File: src/rtl/pcpi_cmd_initiator_if.sv
// Bundles the host command port, buffered response port and PCPI requester bus.
// The "master" modport is the initiator; "slave" is the host/responder side.
interface pcpi_cmd_initiator_if #(
    parameter int DATA_WIDTH = 32
);
    logic                  cmd_valid;
    logic                  cmd_ready;
    logic [31:0]           cmd_insn;
    logic [DATA_WIDTH-1:0] cmd_rs1;
    logic [DATA_WIDTH-1:0] cmd_rs2;

    logic                  rsp_valid;
    logic                  rsp_ready;
    logic [DATA_WIDTH-1:0] rsp_data;
    logic                  rsp_wr;
    logic                  rsp_timeout;

    logic                  pcpi_valid;
    logic [31:0]           pcpi_insn;
    logic [DATA_WIDTH-1:0] pcpi_rs1;
    logic [DATA_WIDTH-1:0] pcpi_rs2;
    logic                  pcpi_wr;
    logic [DATA_WIDTH-1:0] pcpi_rd;
    logic                  pcpi_wait;
    logic                  pcpi_ready;

    modport master (
        input  cmd_valid, cmd_insn, cmd_rs1, cmd_rs2, rsp_ready,
               pcpi_wr, pcpi_rd, pcpi_wait, pcpi_ready,
        output cmd_ready, rsp_valid, rsp_data, rsp_wr, rsp_timeout,
               pcpi_valid, pcpi_insn, pcpi_rs1, pcpi_rs2
    );

    modport slave (
        output cmd_valid, cmd_insn, cmd_rs1, cmd_rs2, rsp_ready,
               pcpi_wr, pcpi_rd, pcpi_wait, pcpi_ready,
        input  cmd_ready, rsp_valid, rsp_data, rsp_wr, rsp_timeout,
               pcpi_valid, pcpi_insn, pcpi_rs1, pcpi_rs2
    );
endinterface

File: src/rtl/pcpi_cmd_initiator.sv
// Standalone PCPI requester: takes one host command, runs one PCPI transaction
// with the core's wait/timeout rules, and holds the result until the host takes it.
module pcpi_cmd_initiator #(
    parameter int TIMEOUT_CYCLES = 16,
    parameter int DATA_WIDTH     = 32
) (
    input  logic                   clk,
    input  logic                   resetn,
    pcpi_cmd_initiator_if.master   bus,
    output logic                   busy
);
    typedef enum logic [1:0] {IDLE, ISSUE, RESP} state_t;

    localparam logic [7:0] LAST_IDLE = 8'(TIMEOUT_CYCLES - 1);

    state_t                state_reg, state_next;
    logic [7:0]            count_reg, count_next;
    logic                  cmd_ready_reg, cmd_ready_next;
    logic                  pcpi_valid_reg, pcpi_valid_next;
    logic [31:0]           pcpi_insn_reg, pcpi_insn_next;
    logic [DATA_WIDTH-1:0] pcpi_rs1_reg, pcpi_rs1_next;
    logic [DATA_WIDTH-1:0] pcpi_rs2_reg, pcpi_rs2_next;
    logic                  rsp_valid_reg, rsp_valid_next;
    logic [DATA_WIDTH-1:0] rsp_data_reg, rsp_data_next;
    logic                  rsp_wr_reg, rsp_wr_next;
    logic                  rsp_timeout_reg, rsp_timeout_next;

    always_ff @(posedge clk or negedge resetn) begin
        if (!resetn) begin
            state_reg       <= IDLE;
            count_reg       <= '0;
            cmd_ready_reg   <= 1'b0;
            pcpi_valid_reg  <= 1'b0;
            pcpi_insn_reg   <= '0;
            pcpi_rs1_reg    <= '0;
            pcpi_rs2_reg    <= '0;
            rsp_valid_reg   <= 1'b0;
            rsp_data_reg    <= '0;
            rsp_wr_reg      <= 1'b0;
            rsp_timeout_reg <= 1'b0;
        end else begin
            state_reg       <= state_next;
            count_reg       <= count_next;
            cmd_ready_reg   <= cmd_ready_next;
            pcpi_valid_reg  <= pcpi_valid_next;
            pcpi_insn_reg   <= pcpi_insn_next;
            pcpi_rs1_reg    <= pcpi_rs1_next;
            pcpi_rs2_reg    <= pcpi_rs2_next;
            rsp_valid_reg   <= rsp_valid_next;
            rsp_data_reg    <= rsp_data_next;
            rsp_wr_reg      <= rsp_wr_next;
            rsp_timeout_reg <= rsp_timeout_next;
        end
    end

    always_comb begin
        state_next       = state_reg;
        count_next       = count_reg;
        cmd_ready_next   = cmd_ready_reg;
        pcpi_valid_next  = pcpi_valid_reg;
        pcpi_insn_next   = pcpi_insn_reg;
        pcpi_rs1_next    = pcpi_rs1_reg;
        pcpi_rs2_next    = pcpi_rs2_reg;
        rsp_valid_next   = rsp_valid_reg;
        rsp_data_next    = rsp_data_reg;
        rsp_wr_next      = rsp_wr_reg;
        rsp_timeout_next = rsp_timeout_reg;

        case (state_reg)
            IDLE: begin
                // cmd_ready is registered, so it first rises on the edge after reset release
                cmd_ready_next = 1'b1;
                if (bus.cmd_valid && cmd_ready_reg) begin
                    pcpi_insn_next  = bus.cmd_insn;
                    pcpi_rs1_next   = bus.cmd_rs1;
                    pcpi_rs2_next   = bus.cmd_rs2;
                    count_next      = '0;
                    pcpi_valid_next = 1'b1;
                    cmd_ready_next  = 1'b0;
                    state_next      = ISSUE;
                end
            end
            ISSUE: begin
                // ready beats wait, wait beats timeout; wait restarts the idle count
                if (bus.pcpi_ready) begin
                    rsp_data_next    = bus.pcpi_wr ? bus.pcpi_rd : '0;
                    rsp_wr_next      = bus.pcpi_wr;
                    rsp_timeout_next = 1'b0;
                    pcpi_valid_next  = 1'b0;
                    rsp_valid_next   = 1'b1;
                    state_next       = RESP;
                end else if (bus.pcpi_wait) begin
                    count_next = '0;
                end else if (count_reg == LAST_IDLE) begin
                    rsp_data_next    = '0;
                    rsp_wr_next      = 1'b0;
                    rsp_timeout_next = 1'b1;
                    pcpi_valid_next  = 1'b0;
                    rsp_valid_next   = 1'b1;
                    state_next       = RESP;
                end else begin
                    count_next = count_reg + 8'd1;
                end
            end
            RESP: begin
                if (bus.rsp_ready) begin
                    rsp_valid_next = 1'b0;
                    cmd_ready_next = 1'b1;
                    state_next     = IDLE;
                end
            end
            default: begin
                state_next = IDLE;
            end
        endcase
    end

    assign bus.cmd_ready   = cmd_ready_reg;
    assign bus.pcpi_valid  = pcpi_valid_reg;
    assign bus.pcpi_insn   = pcpi_insn_reg;
    assign bus.pcpi_rs1    = pcpi_rs1_reg;
    assign bus.pcpi_rs2    = pcpi_rs2_reg;
    assign bus.rsp_valid   = rsp_valid_reg;
    assign bus.rsp_data    = rsp_data_reg;
    assign bus.rsp_wr      = rsp_wr_reg;
    assign bus.rsp_timeout = rsp_timeout_reg;
    assign busy            = (state_reg != IDLE);
endmodule

File: src/flat_wrapper.sv
// flat-port wrapper written by rule: the top's interface ports become plain ports
module pcpi_cmd_initiator_flat 
#(
    parameter int TIMEOUT_CYCLES = 16,
    parameter int DATA_WIDTH     = 32
)
  (clk, resetn, busy, bus_cmd_valid, bus_cmd_insn, bus_cmd_rs1, bus_cmd_rs2, bus_rsp_ready, bus_pcpi_wr, bus_pcpi_rd, bus_pcpi_wait, bus_pcpi_ready, bus_cmd_ready, bus_rsp_valid, bus_rsp_data, bus_rsp_wr, bus_rsp_timeout, bus_pcpi_valid, bus_pcpi_insn, bus_pcpi_rs1, bus_pcpi_rs2);
  pcpi_cmd_initiator_if #(.DATA_WIDTH(DATA_WIDTH)) bus_i ();
  input  logic clk;
  input  logic resetn;
  output logic busy;
  input wire logic [$bits(bus_i.cmd_valid)-1:0] bus_cmd_valid;
  input wire logic [$bits(bus_i.cmd_insn)-1:0] bus_cmd_insn;
  input wire logic [$bits(bus_i.cmd_rs1)-1:0] bus_cmd_rs1;
  input wire logic [$bits(bus_i.cmd_rs2)-1:0] bus_cmd_rs2;
  input wire logic [$bits(bus_i.rsp_ready)-1:0] bus_rsp_ready;
  input wire logic [$bits(bus_i.pcpi_wr)-1:0] bus_pcpi_wr;
  input wire logic [$bits(bus_i.pcpi_rd)-1:0] bus_pcpi_rd;
  input wire logic [$bits(bus_i.pcpi_wait)-1:0] bus_pcpi_wait;
  input wire logic [$bits(bus_i.pcpi_ready)-1:0] bus_pcpi_ready;
  output wire logic [$bits(bus_i.cmd_ready)-1:0] bus_cmd_ready;
  output wire logic [$bits(bus_i.rsp_valid)-1:0] bus_rsp_valid;
  output wire logic [$bits(bus_i.rsp_data)-1:0] bus_rsp_data;
  output wire logic [$bits(bus_i.rsp_wr)-1:0] bus_rsp_wr;
  output wire logic [$bits(bus_i.rsp_timeout)-1:0] bus_rsp_timeout;
  output wire logic [$bits(bus_i.pcpi_valid)-1:0] bus_pcpi_valid;
  output wire logic [$bits(bus_i.pcpi_insn)-1:0] bus_pcpi_insn;
  output wire logic [$bits(bus_i.pcpi_rs1)-1:0] bus_pcpi_rs1;
  output wire logic [$bits(bus_i.pcpi_rs2)-1:0] bus_pcpi_rs2;
  assign bus_i.cmd_valid = bus_cmd_valid;
  assign bus_i.cmd_insn = bus_cmd_insn;
  assign bus_i.cmd_rs1 = bus_cmd_rs1;
  assign bus_i.cmd_rs2 = bus_cmd_rs2;
  assign bus_i.rsp_ready = bus_rsp_ready;
  assign bus_i.pcpi_wr = bus_pcpi_wr;
  assign bus_i.pcpi_rd = bus_pcpi_rd;
  assign bus_i.pcpi_wait = bus_pcpi_wait;
  assign bus_i.pcpi_ready = bus_pcpi_ready;
  assign bus_cmd_ready = bus_i.cmd_ready;
  assign bus_rsp_valid = bus_i.rsp_valid;
  assign bus_rsp_data = bus_i.rsp_data;
  assign bus_rsp_wr = bus_i.rsp_wr;
  assign bus_rsp_timeout = bus_i.rsp_timeout;
  assign bus_pcpi_valid = bus_i.pcpi_valid;
  assign bus_pcpi_insn = bus_i.pcpi_insn;
  assign bus_pcpi_rs1 = bus_i.pcpi_rs1;
  assign bus_pcpi_rs2 = bus_i.pcpi_rs2;
  pcpi_cmd_initiator #(.TIMEOUT_CYCLES(TIMEOUT_CYCLES), .DATA_WIDTH(DATA_WIDTH)) u_core (.clk(clk), .resetn(resetn), .bus(bus_i), .busy(busy));
endmodule
File: config.mk
export PLATFORM = sky130hd
export DESIGN_NAME = pcpi_cmd_initiator_flat
export DESIGN_NICKNAME = d
export VERILOG_FILES = /design/src/rtl/pcpi_cmd_initiator_if.sv /design/src/rtl/pcpi_cmd_initiator.sv /design/src/flat_wrapper.sv
export SDC_FILE = /design/constraint.sdc
export NUM_CORES = 1
export LEC_CHECK = 0
export BUFFER_PORTS_ARGS = -buffer_cell sky130_fd_sc_hd__buf_2
export CAP_MARGIN = 25
export CORE_ASPECT_RATIO = 1.75
export CORE_MARGIN = 2
export CORE_UTILIZATION = 46
export DETAILED_ROUTE_END_ITERATION = 10
export HOLD_SLACK_MARGIN = 0.08
export PLACE_DENSITY_LB_ADDON = 0.2
export SLEW_MARGIN = 0
export SYNTH_ARGS = -nofsm -noshare
export SYNTH_HDL_FRONTEND = slang
export SYNTH_SLANG_ARGS = --single-unit
File: constraint.sdc
create_clock -name clk -period 2.25 [get_ports clk]
set_clock_uncertainty 0.05 [all_clocks]
set_input_delay 0.225 -clock clk [delete_from_list [all_inputs] [get_ports clk]]
set_output_delay 0.225 -clock clk [all_outputs]
set_load 0.005 [all_outputs]
* Yosys cells after proc, flatten, opt, wreduce, memory -nomap -nowiden
Cells that the tools add are included.
** Operators by class
- Muxes and demuxes :: 30
- $add $sub $neg :: 1
- Reduce and logical (&&, ||, !) cells :: 14
- Eq/ne operators :: 10
** Operator list (count)
- 32-bit 2-to-1 mux :: 4
- 8-bit 2-to-1 mux :: 4
- 8-bit one-hot mux with 2 select lines :: 1
- 4-bit AND reduction :: 4
- 1-bit 2-to-1 mux :: 12
- 2-bit 2-to-1 mux :: 5
- 2-bit nonzero test :: 5
- 8-bit by 1-bit adder with 8-bit output, second input constant :: 1
- 8-bit by 4-bit == test with 1-bit output, second input constant :: 1
- 3-bit != test, second input constant :: 2
- 1-bit one-hot mux with 2 select lines :: 3
- 2-bit one-hot mux with 3 select lines :: 1
- 2-bit by 1-bit != test with 1-bit output, second input constant :: 2
- 2-bit != test, second input constant :: 2
- 2-bit AND reduction :: 2
- 3-bit by 2-bit != test with 1-bit output, second input constant :: 1
- 3-bit AND reduction :: 1
- 2-bit by 1-bit == test with 1-bit output, second input constant :: 1
- 2-bit == test, second input constant :: 1
- 2-bit logical NOT :: 1
- 1-bit logical AND :: 1
** Word-level totals
- Bits of input ports :: 135
- Word-level logic and storage cells :: 66
- Output and inout bits :: 134
- Register bits after elaboration :: 143

* Longest topological paths before layout
Gate-level depths: netlist of the first run.
- Depth in word-level cells :: 5
- Gate-level depth with buffers :: 7
- Mapped depth without buffers :: 5

* Worst setup path after synthesis of the first run
OpenSTA, ideal clock, no wires.
- Path kind :: register to register
- Start :: register u_core.state_reg[1]
- End :: register u_core.rsp_data_reg[10], in the netlist u_core.bus.rsp_data[10]
- Path slack :: 496 ps
- Data arrival time :: 1583 ps
- Library setup time :: 121 ps
- Data required time :: 2079 ps
- Period minus slack after synthesis :: 1754 ps
- Cell stages (with the launch flop) :: 7
- Path buffers :: 3
- Cells stage by stage :: dfrtp_1 or3b_1 buf_2 o21a_1 buf_6 buf_6 a22o_1
** On the way
- Word-level cells in the longest chain between the ends :: 2
** Ends and longest elaborated chain
- start, declared :: RTL line pcpi_cmd_initiator.sv:16 : state_t state_reg, state_next;
- start signal, assigned :: RTL line pcpi_cmd_initiator.sv:42 : state_reg <= state_next;
- 2-bit by 1-bit == test with 1-bit output :: RTL line pcpi_cmd_initiator.sv:69 : case (state_reg)
- 3-bit AND reduction (no line)
- end signal, assigned :: RTL line pcpi_cmd_initiator.sv:50 : rsp_data_reg <= rsp_data_next;
- end, declared :: RTL line pcpi_cmd_initiator.sv:24 : logic [DATA_WIDTH-1:0] rsp_data_reg, rsp_data_next;
Every way passes these cells.
A chain may end at the register's enable or synchronous reset.

* Worst setup path after layout of the first run
- Start :: register u_core.state_reg[1]
- End :: register u_core.rsp_data_reg[28], in the netlist u_core.bus.rsp_data[28]
Same word-level chain as after synthesis.

==> results.toml, run 1 <==
[floorplan]
die_area_um2 = 12700
die_w_um = 86.0
die_h_um = 148
core_um2 = 11500
rows = 52
io_pins = 269
start_util = 0.470

[place]
io_buffer_count = 268
dpl_cell_area_um2 = 6930
dp_hpwl_um = 9290
gp_congestion = 0.759

[cells_and_area]
regArea_um2 = 3580
stdcell_area_um2 = 8840
fin_util = 0.767
fillers = 694
multi_input_area_um2 = 1720
final_nets = 892
drive_gt1_frac = 0.531
areaGrowthSynthToFinish_pct = 63.3

[worst_setup_path]
path_class = "flop to flop"
worstSetupStartpointType = "flop"
crit_required_ps = 2490
arrival_ps = 2150
critPathCaptureType = "flop"
crit_fanout = 23

[sta]
fin_crit_ps = 1910
final-max-slew-violation-count = 0
grt_setup_unrepaired = "false"
fmax_mhz = 525
tns_ps = 0
tightest_slew_ps = 529
period_share = 0.847
setup-violations-final = 0
hold_ws_ps = 152
hold_viol = 0
slew-limit-headroom = 0.648

[worst_hold_path]
hp-class = "primary input to flop"

[global_route]
top_usage_layer = "met2"
met2_usage = 0.432
overflow = 0
grt_usage = 0.243
grt_pass1_vias = 4939
grt_max_degree = 55
antenna_found_initial = 1
use_met1 = 0.261
grt_use_met3 = 0.0625
grt_pass1_wl_um = 24000

[power]
swShare = 0.305
clock_power_share = 0.242
switchingPower_w = 0.00337
total_power_w = 0.0111
pwr-share-seq = 0.403
leakagePower_nw = 4.33
peakVddDrop_mv = 0.825
power_density_nw_per_um2 = 1250
p_comb_frac = 0.355
intPower_w = 0.00768

[synthesis]
synthXorXnorAreaFrac = 0
syn_area_um2 = 5410
muxShareOfSynthArea = 0.200
synth-simple-area-share = 0.0305
syn_inst = 351
synth_cell_type_count = 34
yosysWarningCount = 0
synth_compound_area_frac = 0.0818
avgSynthCellArea_um2 = 15.4
synth_top_family_by_area = "multiplexers"
synth_nets = 487
yosysSeqAreaShare = 0.661
synth-seq-cells = 143
synthAdderAreaFrac = 0.00231

[routing]
drc = 0
drt-initial-drc-count = 98
ant_nets = 0
num_vias = 4516
vias_per_cell = 4.99
drt-total-wl_um = 15200
drt-pass1-iter-count = 4
wl_per_cell_um = 16.8

[clock_tree]
cts_root_buf = "clkbuf_16"
post_cts_buffers = 0
cts-resized-gates = 0
cts_tree = "done"
hold_buffers = 131
htree_num_levels = 4
cts_buffer_depth = 2
clk_latency_ps = 410
cts_buffers = 17
clock-sinks = 143
clk_pin_slew_ps = 60

[flow_run]
maxCapViolations = 0

[outcome]
outcome = "finished, final reports clean"
-- per-stage QoR --
| step | cells | setup slack, ps |
|---|---|---|
| after global routing | 905 | 234 |
| after detailed placement | 740 | 259 |
| after global placement | 740 | 368 |
| after floorplan | 351 | 496 |
| final | 905 | 345 |
| after CTS | 903 | 219 |
-- kinds of logic (layout without fill, tap and decap cells) --
kind of cell,after synthesis,after routing
compound gates,58,58
fa+ha+maj,1,1
buf+inv,24,442
flops,143,143
mux,96,96
other cells,0,1
simple gates,29,29
-- critical path: stages, from the launching register on --
cell     delay, ps
dfrtp_1        460
or3b_1         540
o21a_1         260
buf_4          220
a22o_1         270
-- area by class of cell --
type | instances | share of cell area
antenna | 1 | 0.000283
clock buffer | 18 | 0.0497
clock inverter | 14 | 0.0150
inverter | 3 | 0.00127
sequential | 143 | 0.405
timing repair buffer | 407 | 0.316
multi-input combinational | 184 | 0.194
tap | 135 | 0.0191
-- worst paths after layout --
check	cells after the start	from	to	slack, ps
min in group asynchronous	2	resetn	u_core.bus.pcpi_insn[3]	290
max reg2reg	4	u_core.state_reg[1]	u_core.bus.rsp_data[28]	340
max	4	u_core.state_reg[1]	u_core.bus.rsp_data[28]	340
min reg2reg	1	u_core.count_reg[7]	u_core.count_reg[7]	430
min	4	bus_pcpi_ready	u_core.count_reg[6]	150
max in group asynchronous	3	resetn	u_core.bus.pcpi_rs1[25]	1200
-- layout by cell type (no fill, tap or decap), types with 2 or more instances in the layout --
cell	n
o31ai_1	4
inv_6	4
mux2_2	96
dfrtp_1	143
buf_12	4
nor2b_1	2
dlygate4sd3_1	131
clkbuf_16	17
clkinv_4	4
and3_1	2
a22o_1	32
nor2_1	7
nand2_1	6
buf_2	267
clkinvlp_4	3
a21oi_1	3
o21ai_0	10
o21a_1	2
nand3_1	2
clkinv_2	2
inv_1	3
buf_4	3
-- power groups by stage --
stage	logic, W	clock network, W	registers (W)
CTS	0.00389	0.00272	0.00442
global placement	0.00359	0	0.00440
floorplan	0.00180	0	0.00454
finish	0.00392	0.00268	0.00445
global route	0.00423	0.00285	0.00461
detailed placement	0.00371	0	0.00444
-- layer usage --
layer / wire [um] / vias up
met2: 8290 / 181
li1: - / 2098
met3: 897 / 43
met4: 534 / 0
met5: 0 / -
met1: 5530 / 2194
-- synthesized netlist by cell type --
cell type / number / share of area
or2_2: 1 / 0.0012
a21oi_1: 3 / 0.0028
clkbuf_1: 6 / 0.0042
nor2_1: 7 / 0.0049
inv_1: 3 / 0.0021
nor4_1: 1 / 0.0012
buf_6: 4 / 0.0083
and4_1: 1 / 0.0016
a21boi_1: 1 / 0.0014
o31ai_1: 4 / 0.0055
a31oi_1: 1 / 0.0012
nand4_1: 1 / 0.0012
or3b_1: 1 / 0.0016
nand2b_1: 1 / 0.0012
nand3_1: 2 / 0.0018
and3_1: 2 / 0.0023
o21ai_0: 10 / 0.0092
mux2_2: 96 / 0.20
nor2_2: 1 / 0.0012
nor3b_1: 1 / 0.0014
nor2b_1: 2 / 0.0023
a21o_1: 1 / 0.0014
nor4b_2: 1 / 0.0028
o21ai_1: 1 / 0.00092
a41oi_1: 1 / 0.0016
ha_1: 1 / 0.0023
dfrtp_1: 143 / 0.66
o221ai_1: 1 / 0.0016
o41ai_1: 1 / 0.0016
o21a_1: 2 / 0.0028
buf_2: 11 / 0.010
nor4bb_1: 1 / 0.0018
a22o_1: 32 / 0.052
nand2_1: 6 / 0.0042
(Power assumes the default switching activity.)
==> run 2, diff against run 1 <==
Clock period 2.25 ns to 1.9 ns, I/O delays scaled along.
==> run 2 against run 1 <==
Net effect: global-route usage increased by 1.7 points; non-clock buffer count increased by 8; maximum frequency increased by 4.7%; design area increased by 1.8%; largest cell class unchanged.
==> results.toml, run 2 (synthesized netlist as in run 1, its figures left out) <==
[clock_tree]
cts_buffer_depth = 2
clk_latency_ps = 410
clock-sinks = 143
post_cts_buffers = 0
hold_buffers = 131
cts_buffers = 17
cts_tree = "done"
clk_pin_slew_ps = 60
cts_root_buf = "clkbuf_16"
cts-resized-gates = 0
htree_num_levels = 4

[place]
gp_congestion = 0.775
dp_hpwl_um = 9420
io_buffer_count = 268
dp.cells = 749

[floorplan]
rows = 52
die_h_um = 148
core_um2 = 11500
io_pins = 269
die_area_um2 = 12700
start_util = 0.470
die_w_um = 86.0

[global_route]
grt_pass1_vias = 5182
grt_max_degree = 56
grt_pass1_wl_um = 25200
overflow = 0
antenna_found_initial = 0
grt_usage = 0.260

[outcome]
outcome = "finished, final reports clean"

[worst_hold_path]
hp-start = "bus_pcpi_ready"
hp-class = "primary input to flop"
min_path_cells = 4
min_to = "u_core.count_reg[6]"

[sta]
hold_viol = 0
fmax_mhz = 550
grt_setup_unrepaired = "false"
final-max-slew-violation-count = 0
period_share = 0.957
setup-violations-final = 0
tns_ps = 0
slew-limit-headroom = 0.666
fin_crit_ps = 1820
tightest_slew_ps = 499

[cells_and_area]
areaGrowthSynthToFinish_pct = 66.2
final_nets = 900
antenna_cells = 0
final_cell_mix = "buf_2, dfrtp_1, dlygate4sd3_1"
fin_cells = 912
drive_gt1_frac = 0.532
fin_util = 0.781
final_common_cell = "buf_2"

[flow_run]
maxCapViolations = 0

[routing]
drc = 0
drt-initial-drc-count = 134
drt-pass1-iter-count = 4
num_vias = 4635
vias_per_cell = 5.08
drt-total-wl_um = 15900
wl_per_cell_um = 17.4
ant_nets = 0

[worst_setup_path]
path_class = "flop to flop"
arrival_ps = 2060
crit_required_ps = 2140
reg2reg_slack_ps = 80
critPathCaptureType = "flop"
r2r_cells = 4
r2r_start = "u_core.state_reg[0]"
crit_fanout = 43
r2r-end = "u_core.bus.pcpi_rs1[4]"
worstSetupStartpointType = "flop"

[power]
swShare = 0.292
switchingPower_w = 0.00404
p_comb_frac = 0.345
clock_power_share = 0.272
intPower_w = 0.00979
power_density_nw_per_um2 = 1540
leakagePower_nw = 4.41
pwr-share-seq = 0.383
peakVddDrop_mv = 0.979
run 2: final cells by class:
cell class / instances / area, um^2
flip-flops and latches: 143 / 3580
repair buffers: 415 / 2850
fillers: 678 / 2520
multi-input cells: 184 / 1720
clock buffers: 20 / 437
clock inverters: 12 / 231
well taps: 135 / 169
inverters: 3 / 11.3
run 2: layer usage:
| layer | up-vias | share of wire | track usage | wire (um) |
|---|---|---|---|---|
| met1 | 2259 | 0.34 | 0.258 | 5360 |
| met4 | 0 | 0.043 | 0.135 | 677 |
| met5 | - | 0 | 0 | 0 |
| li1 | 2114 | - | - | - |
| met3 | 51 | 0.059 | 0.0653 | 944 |
| met2 | 211 | 0.56 | 0.482 | 8910 |
run 2: worst max-delay path, cell delays in order, from the launching register on:
cell and delay [ps]:
dfrtp_1 450, nor4bb_4 330, buf_4 210, buf_12 250, mux2_2 380
run 2: worst max path at each step:
stage / start / to / slack (ps) / cells past startpoint
2_1_floorplan: u_core.state_reg[1] / u_core.bus.rsp_data[10] / 150 / 6
3_3_place_gp: u_core.state_reg[0] / u_core.bus.pcpi_rs1[13] / 180 / 4
3_5_place_dp: u_core.state_reg[0] / u_core.bus.pcpi_rs1[23] / 130 / 4
4_1_cts: u_core.state_reg[0] / u_core.bus.pcpi_rs1[24] / 90 / 4
5_1_grt: u_core.state_reg[0] / u_core.bus.pcpi_rs1[24] / 8 / 4
6_report: u_core.state_reg[0] / u_core.bus.pcpi_rs1[4] / 80 / 4
run 2: power by group through the flow:
stage | combinational [W] | sequential, W | clock, W
2_1_floorplan | 0.00213 | 0.00537 | 0
3_3_place_gp | 0.00435 | 0.00520 | 0
3_5_place_dp | 0.00451 | 0.00526 | 0
4_1_cts | 0.00473 | 0.00524 | 0.00382
5_1_grt | 0.00516 | 0.00547 | 0.00395
6_report | 0.00478 | 0.00530 | 0.00376
run 2: metrics by stage:
step | cell area (um^2) | hold WS (ps) | total power, W | worst slack (ps)
2_1_floorplan | 5410 | -156 | 0.00751 | 146
3_3_place_gp | 7020 | 96.5 | 0.00955 | 183
3_5_place_dp | 7020 | 101 | 0.00976 | 130
4_1_cts | 9000 | 84.8 | 0.0138 | 93.3
5_1_grt | 9000 | 127 | 0.0146 | 8.33
6_report | 9000 | 97.8 | 0.0138 | 80.8
==> run 3, diff against run 2 <==
Settings changed: CORE_MARGIN 2 to unset.
==> run 3 against run 2 <==
Net effect: the flow now finishes with violations (design-rule violations); largest power group unchanged; setup slack got worse by 22 ps; critical path type unchanged; count of clock-buffer cells in the layout fell by 1; clock power fell by 7.7%; via count fell by 0.54%; sequential power barely moved; routed wire length fell by 2.3%; sequential cell count did not move.
==> results.toml, run 3 (synthesized netlist as in run 1, its figures left out) <==
[worst_setup_path]
startpoint = "u_core.count_reg[6]"
crit_fanout = 37
path_class = "flop to flop"
critPathCaptureType = "flop"
r2r_start = "u_core.count_reg[6]"
max_stage_delay_ps = 430
arrival_ps = 2080
slowest_stage = "nor4_1"
worstSetupStartpointType = "flop"
crit_required_ps = 2140
crit_chain = "nor4_1, nand2_1, o21a_1, buf_12, a22o_1"

[routing]
drt-pass1-iter-count = 8
drc = 34
drt-total-wl_um = 15500
ant_nets = 0
wl_per_cell_um = 17.0
num_vias = 4610
vias_per_cell = 5.06
drt-initial-drc-count = 113

[global_route]
grt_pass1_wl_um = 24900
antenna_found_initial = 0
overflow = 0
grt_max_degree = 47
grt_pass1_vias = 5052
grt_usage = 0.263

[cells_and_area]
fin_cells = 911
antenna_cells = 0
areaGrowthSynthToFinish_pct = 65.7
fillers = 688
final_common_cell = "buf_2"
final_nets = 900
final_cell_mix = "buf_2, dfrtp_1, dlygate4sd3_1"
drive_gt1_frac = 0.532

[sta]
grt_setup_unrepaired = "false"
worst_slack_ps = 59.1
fmax_mhz = 543
tightest_slew_ps = 495
fin_crit_ps = 1840
hold_viol = 0
final-max-slew-violation-count = 0
period_share = 0.969
setup-violations-final = 0
tns_ps = 0
slew-limit-headroom = 0.669

[power]
clock_power_share = 0.256
pwr-share-seq = 0.390
intPower_w = 0.00955
peakVddDrop_mv = 0.818
leakagePower_nw = 4.40
swShare = 0.295
switchingPower_w = 0.00399
p_comb_frac = 0.354
power_density_nw_per_um2 = 1510

[place]
io_buffer_count = 268
dp.cells = 749
dp_hpwl_um = 9470
gp_congestion = 0.856
pre_cts_ws_ps = 98.6

[clock_tree]
cts_buffer_depth = 2
post_cts_buffers = 0
clk_pin_slew_ps = 60
cts_tree = "done"
clock-sinks = 143
cts_buffers = 17
htree_num_levels = 4
cts_root_buf = "clkbuf_16"
cts-resized-gates = 0
clk_latency_ps = 410

[floorplan]
die_w_um = 84.0
die_area_um2 = 12200
io_pins = 269
rows = 52
die_h_um = 146
core_um2 = 11500
start_util = 0.470

[outcome]
violations = "design-rule violations"
outcome = "complete, but fails checks"

[worst_hold_path]
hp-start = "bus_pcpi_ready"
hp-class = "primary input to flop"

[flow_run]
maxCapViolations = 0
## run 3: cell types whose count changed in the layout (fill, tap and decap cells not counted)
cell / before / now
clkinv_4: 3 / 1
bufinv_16: 6 / 4
inv_6: 2 / 4
clkbuf_1: 3 / 2
clkinv_2: 0 / 2
buf_12: 6 / 8
buf_4: 10 / 8
## run 3: repair_timing
action	4_1_cts	5_1_grt
setup endpoints to repair	0	0
endpoints found under the hold margin	274	0
hold buffers	131	0
## run 3: final cells by class
class / instances / area [um^2] / area share
tap: 135 / 169 / 0.0188
timing repair buffer: 415 / 2880 / 0.321
sequential: 143 / 3580 / 0.399
clock buffer: 19 / 433 / 0.0483
multi-input combinational: 184 / 1720 / 0.191
inverter: 3 / 11.3 / 0.00126
clock inverter: 12 / 181 / 0.0202
## run 3: final timing paths
path | end | slack, ps | depth (start not counted)
worst max-delay path | u_core.bus.rsp_data[29] | 60 | 5
worst min register to register | u_core.bus.rsp_wr | 430 | 1
worst min-delay path | u_core.count_reg[6] | 90 | 4
min in group asynchronous | u_core.bus.pcpi_rs1[12] | 210 | 2
max in group asynchronous | u_core.bus.pcpi_insn[15] | 980 | 3
worst max register to register | u_core.bus.rsp_data[29] | 60 | 5
## run 3: worst max-delay path: cells and delay by family, from the launching register on
family,cells,cell delay (ps)
simple gates,2,580
buf+inv,1,170
flops,1,420
compound gates,2,480
## run 3: metal layers
layer | track usage | part of all wire | vias to the layer above
met5 | 0 | 0 | -
met4 | 0.155 | 0.047 | 0
met3 | 0.0607 | 0.050 | 55
met2 | 0.476 | 0.55 | 203
met1 | 0.272 | 0.35 | 2243
li1 | - | - | 2109
## run 3: power by group through the flow
stage | clock, W | sequential [W] | combinational [W]
floorplan | 0 | 0.00537 | 0.00213
global route | 0.00366 | 0.00546 | 0.00514
finish | 0.00347 | 0.00528 | 0.00479
global placement | 0 | 0.00521 | 0.00438
CTS | 0.00353 | 0.00524 | 0.00473
detailed placement | 0 | 0.00527 | 0.00453
## run 3: per-stage QoR
stage                     cell area (um^2)  power [W]  utilization  hold slack (ps)
after global routing                  8970     0.0143        0.779              106
after detailed placement              7040    0.00979        0.612             84.6
after CTS                             8970     0.0135        0.779             81.7
final                                 8970     0.0135        0.779             93.0
after floorplan                       5410    0.00751            -             -156
after global placement                7040    0.00959        0.612             75.7
